**src/rtl/rv_alu_decode.sv**
```systemverilog
// RV32I integer-ALU decode/issue stage with valid/ready handshakes on both sides.
// Define RV_ALU_DEC_SKID_EN for a 2-entry skid buffer with a registered in_ready.
module rv_alu_decode #(
  parameter int unsigned CNT_W = 16
) (
  input  logic             clk,
  input  logic             rst_n,
  input  logic             in_valid,
  output logic             in_ready,
  input  logic [31:0]      in_instr,
  input  logic [31:0]      in_rs1_val,
  input  logic [31:0]      in_rs2_val,
  output logic             out_valid,
  input  logic             out_ready,
  output logic [2:0]       out_sel,
  output logic [31:0]      out_op1,
  output logic [31:0]      out_op2,
  output logic [4:0]       out_rd,
  output logic             out_we,
  output logic             illegal_pulse,
  output logic [CNT_W-1:0] illegal_cnt
);

  typedef enum logic [2:0] {
    SEL_ADD = 3'b000,
    SEL_SHL = 3'b001,
    SEL_SUB = 3'b010,
    SEL_XOR = 3'b100,
    SEL_SHR = 3'b101,
    SEL_OR  = 3'b110,
    SEL_AND = 3'b111
  } alu_sel_e;

  typedef struct packed {
    alu_sel_e    sel;
    logic [31:0] op1;
    logic [31:0] op2;
    logic [4:0]  rd;
    logic        we;
  } issue_t;

  localparam logic [6:0] OPC_OP     = 7'b0110011;
  localparam logic [6:0] OPC_OP_IMM = 7'b0010011;
  localparam logic [6:0] OPC_LUI    = 7'b0110111;

  logic [6:0] opcode;
  logic [2:0] funct3;
  logic [6:0] funct7;
  issue_t     dec;
  logic       dec_legal;

  assign opcode = in_instr[6:0];
  assign funct3 = in_instr[14:12];
  assign funct7 = in_instr[31:25];

  // funct3 values of the supported ops coincide with the ALU select codes.
  always_comb begin
    dec       = '0;
    dec_legal = 1'b0;
    dec.rd    = in_instr[11:7];
    dec.we    = |in_instr[11:7];
    case (opcode)
      OPC_OP: begin
        dec.op1 = in_rs1_val;
        dec.op2 = in_rs2_val;
        if (funct7 == 7'b0000000) begin
          case (funct3)
            3'b000, 3'b100, 3'b110, 3'b111: begin
              dec.sel   = alu_sel_e'(funct3);
              dec_legal = 1'b1;
            end
            3'b001, 3'b101: begin
              dec.sel   = alu_sel_e'(funct3);
              dec.op2   = {27'b0, in_rs2_val[4:0]};
              dec_legal = 1'b1;
            end
            default: dec_legal = 1'b0;
          endcase
        end else if (funct7 == 7'b0100000 && funct3 == 3'b000) begin
          dec.sel   = SEL_SUB;
          dec_legal = 1'b1;
        end
      end
      OPC_OP_IMM: begin
        dec.op1 = in_rs1_val;
        dec.op2 = {{20{in_instr[31]}}, in_instr[31:20]};
        case (funct3)
          3'b000, 3'b100, 3'b110, 3'b111: begin
            dec.sel   = alu_sel_e'(funct3);
            dec_legal = 1'b1;
          end
          3'b001, 3'b101: begin
            dec.sel   = alu_sel_e'(funct3);
            dec.op2   = {27'b0, in_instr[24:20]};
            dec_legal = (funct7 == 7'b0000000);
          end
          default: dec_legal = 1'b0;
        endcase
      end
      OPC_LUI: begin
        dec.sel   = SEL_ADD;
        dec.op1   = '0;
        dec.op2   = {in_instr[31:12], 12'b0};
        dec_legal = 1'b1;
      end
      default: dec_legal = 1'b0;
    endcase
  end

  issue_t           main_q, main_d;
  logic             main_valid_q, main_valid_d;
  logic             illegal_pulse_q, illegal_pulse_d;
  logic [CNT_W-1:0] illegal_cnt_q, illegal_cnt_d;
  logic             load, drop, pop;

  assign load = in_valid && in_ready && dec_legal;
  assign drop = in_valid && in_ready && !dec_legal;
  assign pop  = main_valid_q && out_ready;

`ifdef RV_ALU_DEC_SKID_EN
  issue_t skid_q, skid_d;
  logic   skid_valid_q, skid_valid_d;
  logic   in_ready_q, in_ready_d;

  assign in_ready = in_ready_q;

  // The skid entry always holds the younger word, so it refills main on a pop.
  always_comb begin
    main_d       = main_q;
    main_valid_d = main_valid_q;
    skid_d       = skid_q;
    skid_valid_d = skid_valid_q;
    if (pop) begin
      if (skid_valid_q) begin
        main_d       = skid_q;
        main_valid_d = 1'b1;
        skid_valid_d = 1'b0;
        if (load) begin
          skid_d       = dec;
          skid_valid_d = 1'b1;
        end
      end else if (load) begin
        main_d       = dec;
        main_valid_d = 1'b1;
      end else begin
        main_valid_d = 1'b0;
      end
    end else if (load) begin
      if (!main_valid_q) begin
        main_d       = dec;
        main_valid_d = 1'b1;
      end else begin
        skid_d       = dec;
        skid_valid_d = 1'b1;
      end
    end
    in_ready_d = !skid_valid_d;
  end
`else
  assign in_ready = !main_valid_q || out_ready;

  always_comb begin
    main_d       = main_q;
    main_valid_d = main_valid_q;
    if (load) begin
      main_d       = dec;
      main_valid_d = 1'b1;
    end else if (pop) begin
      main_valid_d = 1'b0;
    end
  end
`endif

  always_comb begin
    illegal_pulse_d = drop;
    illegal_cnt_d   = illegal_cnt_q;
    if (drop && (illegal_cnt_q != '1)) begin
      illegal_cnt_d = illegal_cnt_q + CNT_W'(1);
    end
  end

  always_ff @(posedge clk or negedge rst_n) begin
    if (!rst_n) begin
      main_q          <= '0;
      main_valid_q    <= 1'b0;
      illegal_pulse_q <= 1'b0;
      illegal_cnt_q   <= '0;
`ifdef RV_ALU_DEC_SKID_EN
      skid_q          <= '0;
      skid_valid_q    <= 1'b0;
      in_ready_q      <= 1'b1;
`endif
    end else begin
      main_q          <= main_d;
      main_valid_q    <= main_valid_d;
      illegal_pulse_q <= illegal_pulse_d;
      illegal_cnt_q   <= illegal_cnt_d;
`ifdef RV_ALU_DEC_SKID_EN
      skid_q          <= skid_d;
      skid_valid_q    <= skid_valid_d;
      in_ready_q      <= in_ready_d;
`endif
    end
  end

  assign out_valid     = main_valid_q;
  assign out_sel       = main_q.sel;
  assign out_op1       = main_q.op1;
  assign out_op2       = main_q.op2;
  assign out_rd        = main_q.rd;
  assign out_we        = main_q.we;
  assign illegal_pulse = illegal_pulse_q;
  assign illegal_cnt   = illegal_cnt_q;

endmodule

```
**config.mk**
```make
export PLATFORM = sky130hd
export DESIGN_NAME = rv_alu_decode
export DESIGN_NICKNAME = d
export VERILOG_FILES = /design/src/rtl/rv_alu_decode.sv
export SDC_FILE = /design/constraint.sdc
export NUM_CORES = 1
export LEC_CHECK = 0
export CAP_MARGIN = 20
export CORE_ASPECT_RATIO = 0.9
export CORE_MARGIN = 5
export CORE_UTILIZATION = 44
export DETAILED_ROUTE_END_ITERATION = 10
export GPL_TIMING_DRIVEN = 0
export PLACE_DENSITY = 0.89
export SLEW_MARGIN = 20
export SYNTH_ARGS = -nofsm -noshare
export SYNTH_HDL_FRONTEND = slang
export SYNTH_SLANG_ARGS = --single-unit
```
**constraint.sdc**
```tcl
create_clock -name clk -period 4.1 [get_ports clk]
set_input_delay 0.615 -clock clk [delete_from_list [all_inputs] [get_ports clk]]
set_output_delay 0.615 -clock clk [all_outputs]
set_load 0.01 [all_outputs]
```
Word-level counts from Yosys, hierarchy flattened
Index checks and enable logic that the tools add are counted.
Widths: inputs -> output; s select.
{ "word_totals": {"output_inout_bits": 92, "regBits": 91, "inputBits": 100, "elab_cells": 49} }
{ "classes": {"eq_ne": 10, "add_sub_neg": 1, "muxes": 14, "reduce_logical": 16} }
{ "op_table": {"columns": ["cell", "count"], "rows": [
  ["$pmux 67 s3", 1],
  ["$mux 32", 3],
  ["$eq 7x6->1 const B", 3],
  ["$add 16x1->16 const B", 1],
  ["$ne 16x16->1 const B", 1],
  ["$eq 3x3->1 const B", 4],
  ["$eq 7x5->1 const B", 1],
  ["$logic_not 7->1", 1],
  ["$logic_and 1x1->1", 6],
  ["$mux 3", 2],
  ["$reduce_or 6->1", 1],
  ["$mux 1", 5],
  ["$reduce_or 5->1", 1],
  ["$reduce_or 4->1", 1],
  ["$eq 3x1->1 const B", 1],
  ["$logic_not 3->1", 1],
  ["$pmux 1 s3", 1],
  ["$logic_not 1->1", 2],
  ["$mux 2", 1],
  ["$pmux 1 s2", 1],
  ["$reduce_bool 2->1", 1],
  ["$reduce_or 2->1", 1],
  ["$logic_or 1x1->1", 1]
]} }

Logic depth before layout (Yosys ltp)
Gate-level depths: netlist (run 1).
{ "depth": {"depth_word": 8, "mapped_depth": 8, "mapped_depth_nobuf": 6} }

Worst setup path after synthesis (run 1)
Ideal clock, no wire load.
{ "synth_path": {"kind": "in2reg", "startpoint": "in in_instr[5]", "endpoint": "reg main_q (netlist bit out_rd[1])", "path_slack_ns": 1.539, "n_path_buf": 2, "t_arrival_ns": 2.436, "required_time_ns": 3.975, "setup_time_ns": 0.125, "stages": 7, "cell_sequence": "or3b_1 -> or4_4 -> o32ai_4 -> o21bai_4 -> buf_6 -> buf_6 -> mux2_4"} }
{ "synth_between": {"elab_chain_len": 3, "elab_cells_between_ends": 5, "cone_classes": "eq/ne: 3; mux: 1; reduce/logical: 1"} }
{ "synth_lines": {"columns": ["element", "line", "text"], "rows": [
  ["start: declaration", "10", "input logic [31:0] in_instr,"],
  ["$eq 7x6->1 or $eq 7x5->1 (tied branches)", "62", "case (opcode)"],
  ["$pmux 1 s3 (*)", "62", null],
  ["$logic_and 1x1->1 (*)", "116", "assign load = in_valid && in_ready && dec_legal;"],
  ["end signal: assignment", "194", "main_q <= main_d;"],
  ["end: declaration", "110", "issue_t main_q, main_d;"]
]} }
Mark *: on every way between the ends. The rest lies on a longest branch, timed or not.
A chain may end at the register's enable or synchronous reset.

Worst setup path in the final report (run 1)
{ "layout_path": {"startpoint": "in in_instr[31]", "endpoint": "reg main_q (netlist bit out_op2[14])"} }
{ "layout_between": {"elab_chain_len": 6, "elab_cells_between_ends": 11, "cone_classes": "eq/ne: 1; mux: 7; reduce/logical: 3"} }
{ "layout_lines": {"columns": ["element", "line", "text"], "rows": [
  ["$eq 7x6->1", "79", "end else if (funct7 == 7'b0100000 && funct3 == 3'b000) begin"],
  ["$logic_and 1x1->1", "79", null],
  ["$mux 1", "79", null],
  ["$mux 1", "66", "if (funct7 == 7'b0000000) begin"],
  ["$pmux 1 s3", "62", null],
  ["$logic_and 1x1->1", "116", null]
]} }
Several ways; a longest one is shown, not always the timed one.

==> results of run 1 <==
-- cell families (layout without fill, tap and decap cells) --
kind of cell	Yosys count	after routing	synth area share
multiplexers	6	6	0.0195
XOR/XNOR	15	15	0.0325
AND/OR/NAND/NOR	159	159	0.177
flip-flops	91	91	0.563
buffers and inverters	29	237	0.0310
adder cells (fa/ha/maj)	1	1	0.00310
AO/OA/AOI/OAI	109	109	0.173
-- worst reg2reg max path: stages (launching register included) --
cell     delay [ns]
dfrtp_1        0.46
ha_1           0.29
and3_1         0.24
and3_1         0.17
nor4_2         0.71
nand4_1        0.24
xnor2_1        0.19
-- layout make-up --
cell class                      count  area (um2)  share of cell area
Inverter                            4        15.0             0.00237
Buffer                             25         110              0.0174
Clock buffer                        9         124              0.0196
Timing Repair Buffer              192        1930               0.305
Clock inverter                      7        73.8              0.0117
Multi-Input combinational cell    290        1650               0.260
Tap cell                          122         153              0.0241
Sequential cell                    91        2280               0.360
-- path summary, 6_finish.rpt --
path                                 from         endpoint  slack, ns  cells after the start
setup / recovery             in_instr[31]      out_op2[14]       0.97                      9
hold / removal                      rst_n        out_rd[2]       0.25                      1
setup reg to reg           illegal_cnt[0]  illegal_cnt[14]       1.69                      6
hold reg to reg               out_op1[26]      out_op1[26]       0.49                      2
max in group asynchronous           rst_n   illegal_cnt[8]       3.18                      2
min in group clk              out_op1[26]      out_op1[26]       0.49                      2
-- through the flow --
stage | setup WS, ns | cell area (um2) | util | power [mW]
finish | 0.970 | 6330 | 0.700 | 1.97
global route | 0.790 | 6330 | 0.700 | 2.05
CTS | 0.969 | 6320 | 0.699 | 1.99
detailed placement | 0.593 | 6120 | 0.677 | 1.36
global placement | -0.794 | 6110 | 0.675 | 1.34
floorplan | 1.54 | 4040 | - | 1.11
-- cells in the mapped netlist (all sizes together) --
library cell,n
o21ai,69
nor4,3
nor4bb,1
xor2,5
nor2,7
dfrtp,91
inv,4
nand3b,1
nor2b,3
mux2,6
or4,3
nand2b,4
buf,3
and4,2
and3,6
a31o,1
or3,1
ha,1
xnor2,10
nor3,4
a31oi,2
and2,1
a221oi,20
a41oi,1
a21oi,2
nand4,7
o21bai,1
nand3,4
clkbuf,22
or3b,1
o2111a,1
nand2,111
o32ai,1
a22oi,11
-- state kept, by name (all words and copies together), names as in the netlist --
register	flops
illegal_pulse	1
out_op2	32
out_sel	3
out_valid	1
out_we	1
illegal_cnt	16
out_rd	5
out_op1	32
-- power groups by stage --
stage	logic, mW	registers [mW]	clock network (mW)
after detailed placement	0.344	1.02	0
final	0.341	0.998	0.627
after CTS	0.346	0.997	0.649
after floorplan	0.0806	1.03	0
after global routing	0.365	1.01	0.681
after global placement	0.331	1.01	0
-- metal layers --
metal	global-route usage	share of wire
met2	0.394	0.49
met3	0.0696	0.082
met5	0	0
met4	0.0833	0.022
met1	0.297	0.41
==> run summary, run 1 <==
# nets final: 714
GRT Util Overall: 0.236
Die height: 101 um
Vias per cell: 5.37
Hold Vio Cnt, Final: 0
DR iter-0 viols: 220
GRT overflow: 0
CP Cell Sequence: clkdlybuf4s50_1, nor4_1, a21oi_1, o32ai_4, o21bai_4, buf_6, clkbuf_1, nand2_1, o21ai_0
Slew Limit Headroom: 0.363
CTS Root Cell: clkbuf_8
Max clock buf depth: 2
Max incr delay on CP: 0.76 ns
Num CTS Buffers: 9
Commonest non-fill, non-tap cells in the layout: clkdlybuf4s50_1, nand2_1, dfrtp_1
IO Port Bufs: 191
Via count of the first global-routing pass: 4095
TritonCTS clock tree: built
Commonest non-fill, non-tap cell in the layout: clkdlybuf4s50_1
Hold buffer count at cts: 0
Area grow syn2layout: 56.6%
Part of the power in registers: 0.508
NetSw: 0.522 mW
Layout cells sized above 1: 0.0534
Clock power frac: 0.319
Syn Area/Cell: 9.86 um2
Nature of the critical path startpoint: input port
TNS Setup: 0 ns
Final slew viol count: 0
Die ar.: 0.0112 mm2
CTS sink cnt: 91
Synthesized area: 0.00404 mm2
Status: completed
Synth cell types: 38
Fin cells: 740
Initial antenna violation count: 0
Sequential share of the synthesized area: 0.563
Switching Share: 0.266
Final period util: 0.763
Worst Tran Pin Value: 0.947 ns
Power per standard cell area: 311 mW/mm2
Comb power frac: 0.173
Yosys top cell area share: 0.563
DPL Wire Length: 10.2 mm
Net count after synthesis: 511
Diode count: 0
Critical Setup Path Class: in2reg
Critical Path End Type: flop
First-pass GRT wire length: 21.2 mm
CP max FO: 10
Max IR drop VDD: 0.301 mV
Area leader, netlist: dfrtp_1
Synth top area cells: dfrtp_1, nand2_1, o21ai_0
Crit-path slowest cell: nor4_1
Hold Crit Class: in2async
Final WL: 13.3 mm
WHS: 0.251 ns
FF+latch count, synth: 91
Internal Pwr Total: 1.44 mW
Worst-path clk slew: 0.10 ns
Crit path arrival time: 3.34 ns
Fmax: 319 MHz
Total vias in the final route: 3972
Post-synthesis cell count: 410
LEAKAGE: 2.53 nW
Core ar.: 0.00904 mm2
CP required: 4.31 ns
Syn. warnings: 0
Unrepaired setup endpoints after global routing: no
DR WL/cell: 17.9 um
Residual DRC: 0
RePlAce Congestion: 0.895
Final Critical Period: 3.13 ns
Family with the most delay on the worst path: compound AO/OA/AOI/OAI gates
H-Tree Depth: 3
Critical path buffer and inverter count: 3
Initial core utilization: 0.447
Detailed Routing Iterations Pass 1: 5
Ports: 192
Maxcap violations: 0
Post-route ant nets: 0
PostCTS Resize Cnt: 0
Largest net degree at the start of global routing: 48
Number of setup buffers added after CTS: 0
Die width: 111 um
Setup violators final: 0
Site row count: 33
Final Skew: 0.0121 ns
# fillers: 681
Placed cell count: 724
Clock Latency Late Sink: 0.36 ns
No activity file was read; power rests on OpenSTA's default activity.
==> run 2, diff against run 1 <==
CORE_UTILIZATION = 37   (was 44)
PLACE_DENSITY = 0.81   (was 0.89)
clock period = 2.7 ns   (was 4.1 ns; I/O delays follow)
==> run summary, run 2 (same netlist as run 1, synthesis figures left out) <==
Commonest non-fill, non-tap cell in the layout: clkdlybuf4s50_1
DR WL/cell: 18.1 um
TritonCTS clock tree: built
Die ar.: 0.0131 mm2
Critical path buffer and inverter count: 3
Largest net degree at the start of global routing: 50
FF+latch area: 0.00228 mm2
Clock Latency Late Sink: 0.33 ns
DPL Wire Length: 10.5 mm
Status: completed
Power per standard cell area: 525 mW/mm2
Comb power frac: 0.152
Hold Crit Class: in2async
Reg2reg start: illegal_cnt[0]
Ports: 192
CP max FO: 10
Clock power frac: 0.406
RePlAce Congestion: 0.863
CTS Root Cell: clkbuf_16
Critical Path End Type: flop
Cell mode on critical path: buf_6
Family with the most delay on the worst path: simple AND/OR/NAND/NOR gates
Hold buffer count at cts: 0
Worst-path clk slew: 0.07 ns
LEAKAGE: 2.62 nW
Part of the power in registers: 0.442
Multi-input logic area: 0.00170 mm2
CP Launch Point: in_instr[4]
DR iter-0 viols: 262
CP Cell Sequence: clkdlybuf4s50_1, or3b_4, or4_4, o32ai_4, o21bai_4, buf_6, buf_6, mux2_4
Site row count: 36
Critical Setup Path Class: in2reg
Die height: 109 um
Initial antenna violation count: 0
Nature of the critical path startpoint: input port
Via count of the first global-routing pass: 4054
Post-route ant nets: 0
First-pass GRT wire length: 21.2 mm
Final Critical Period: 2.63 ns
Fmax: 380 MHz
Diode count: 0
DP Worst Slack: -0.671 ns
CP required: 2.91 ns
Final period util: 0.975
Detailed Routing Iterations Pass 1: 4
Crit path arrival time: 2.84 ns
Num CTS Buffers: 9
H-Tree Depth: 3
NetSw: 0.827 mW
Crit-path slowest cell: clkdlybuf4s50_1
Area grow syn2layout: 62.0%
Vias per cell: 5.25
Switching Share: 0.240
Internal Pwr Total: 2.61 mW
Max incr delay on CP: 0.48 ns
Fin cells: 751
Critical path depth in cells: 8
Final Worst Setup Slack: 0.0682 ns
Die width: 120 um
GRT Util Overall: 0.204
Initial core utilization: 0.375
Post-route cell area: 0.00655 mm2
Slew Limit Headroom: 0.579
Unrepaired setup endpoints after global routing: no
Max clock buf depth: 2
Maxcap violations: 0
# nets final: 714
Placement Cell Area: 0.00614 mm2
Placed cell count: 735
Final Skew: 0.00744 ns
# fillers: 922
CTS sink cnt: 91
Residual DRC: 0
Commonest non-fill, non-tap cells in the layout: clkdlybuf4s50_1, nand2_1, dfrtp_1
GRT overflow: 0
IO Port Bufs: 191
Hold Vio Cnt, Final: 0
Total vias in the final route: 3945
Layout cells sized above 1: 0.0744
Setup violators final: 0
Max IR drop VDD: 0.340 mV
Final slew viol count: 0
Worst Tran Pin Value: 0.632 ns
Final WL: 13.6 mm
R2R depth: 5
Core ar.: 0.0108 mm2
==> run 2: layout make-up <==
class                           count  area share
Sequential cell                    91       0.348
Multi-Input combinational cell    290       0.260
Clock inverter                      6      0.0145
Buffer                             24      0.0176
Inverter                            4     0.00229
Clock buffer                       10      0.0365
Tap cell                          133      0.0254
Timing Repair Buffer              193       0.296
==> run 2: path summary, 6_finish.rpt <==
kind	to	slack (ns)
worst min register to register	out_op1[6]	0.48
worst max-delay path	out_rd[3]	0.07
min in group clk	out_op1[6]	0.48
worst min-delay path	out_op1[2]	0.09
max in group asynchronous	illegal_cnt[12]	1.95
worst max register to register	illegal_cnt[1]	0.61
==> run 2: power groups by stage <==
stage / Clock, mW / Combinational [mW] / Sequential (mW)
floorplan: 0 / 0.122 / 1.56
global placement: 0 / 0.504 / 1.54
detailed placement: 0 / 0.520 / 1.54
CTS: 1.43 / 0.525 / 1.52
global route: 1.49 / 0.564 / 1.53
finish: 1.40 / 0.523 / 1.52
==> run 2: worst register-to-register path: cells and delay by family (launching register included) <==
kind	cells	cell delay, ns
adders and majority gates	1	0.28
muxes	1	0.39
and+or+nand+nor	3	0.86
DFF	1	0.45
==> run 2: per-stage QoR <==
step | hold WS (ns) | total power [mW] | setup TNS [ns] | utilization
final | 0.0925 | 3.44 | 0 | 0.608
after global routing | 0.134 | 3.58 | 0 | 0.608
after CTS | 0.107 | 3.47 | 0 | 0.604
after detailed placement | 0.466 | 2.06 | -48.60 | 0.570
after global placement | 0.464 | 2.04 | -217.71 | 0.568
after floorplan | 0.109 | 1.69 | 0 | -
==> run 2: metal layers <==
layer	vias up	GRT usage	part of all wire
met2	169	0.335	0.49
met5	-	0	0
met1	1902	0.264	0.41
met3	17	0.0602	0.083
li1	1857	-	-
met4	0	0.0597	0.012
==> run 2: timing repair <==
| action | CTS | global route |
|---|---|---|
| resized for setup | 7 | 18 |
| pin swaps | 1 | 1 |
| buffers inserted | 1 | 0 |
| setup endpoints to repair | 78 | 75 |
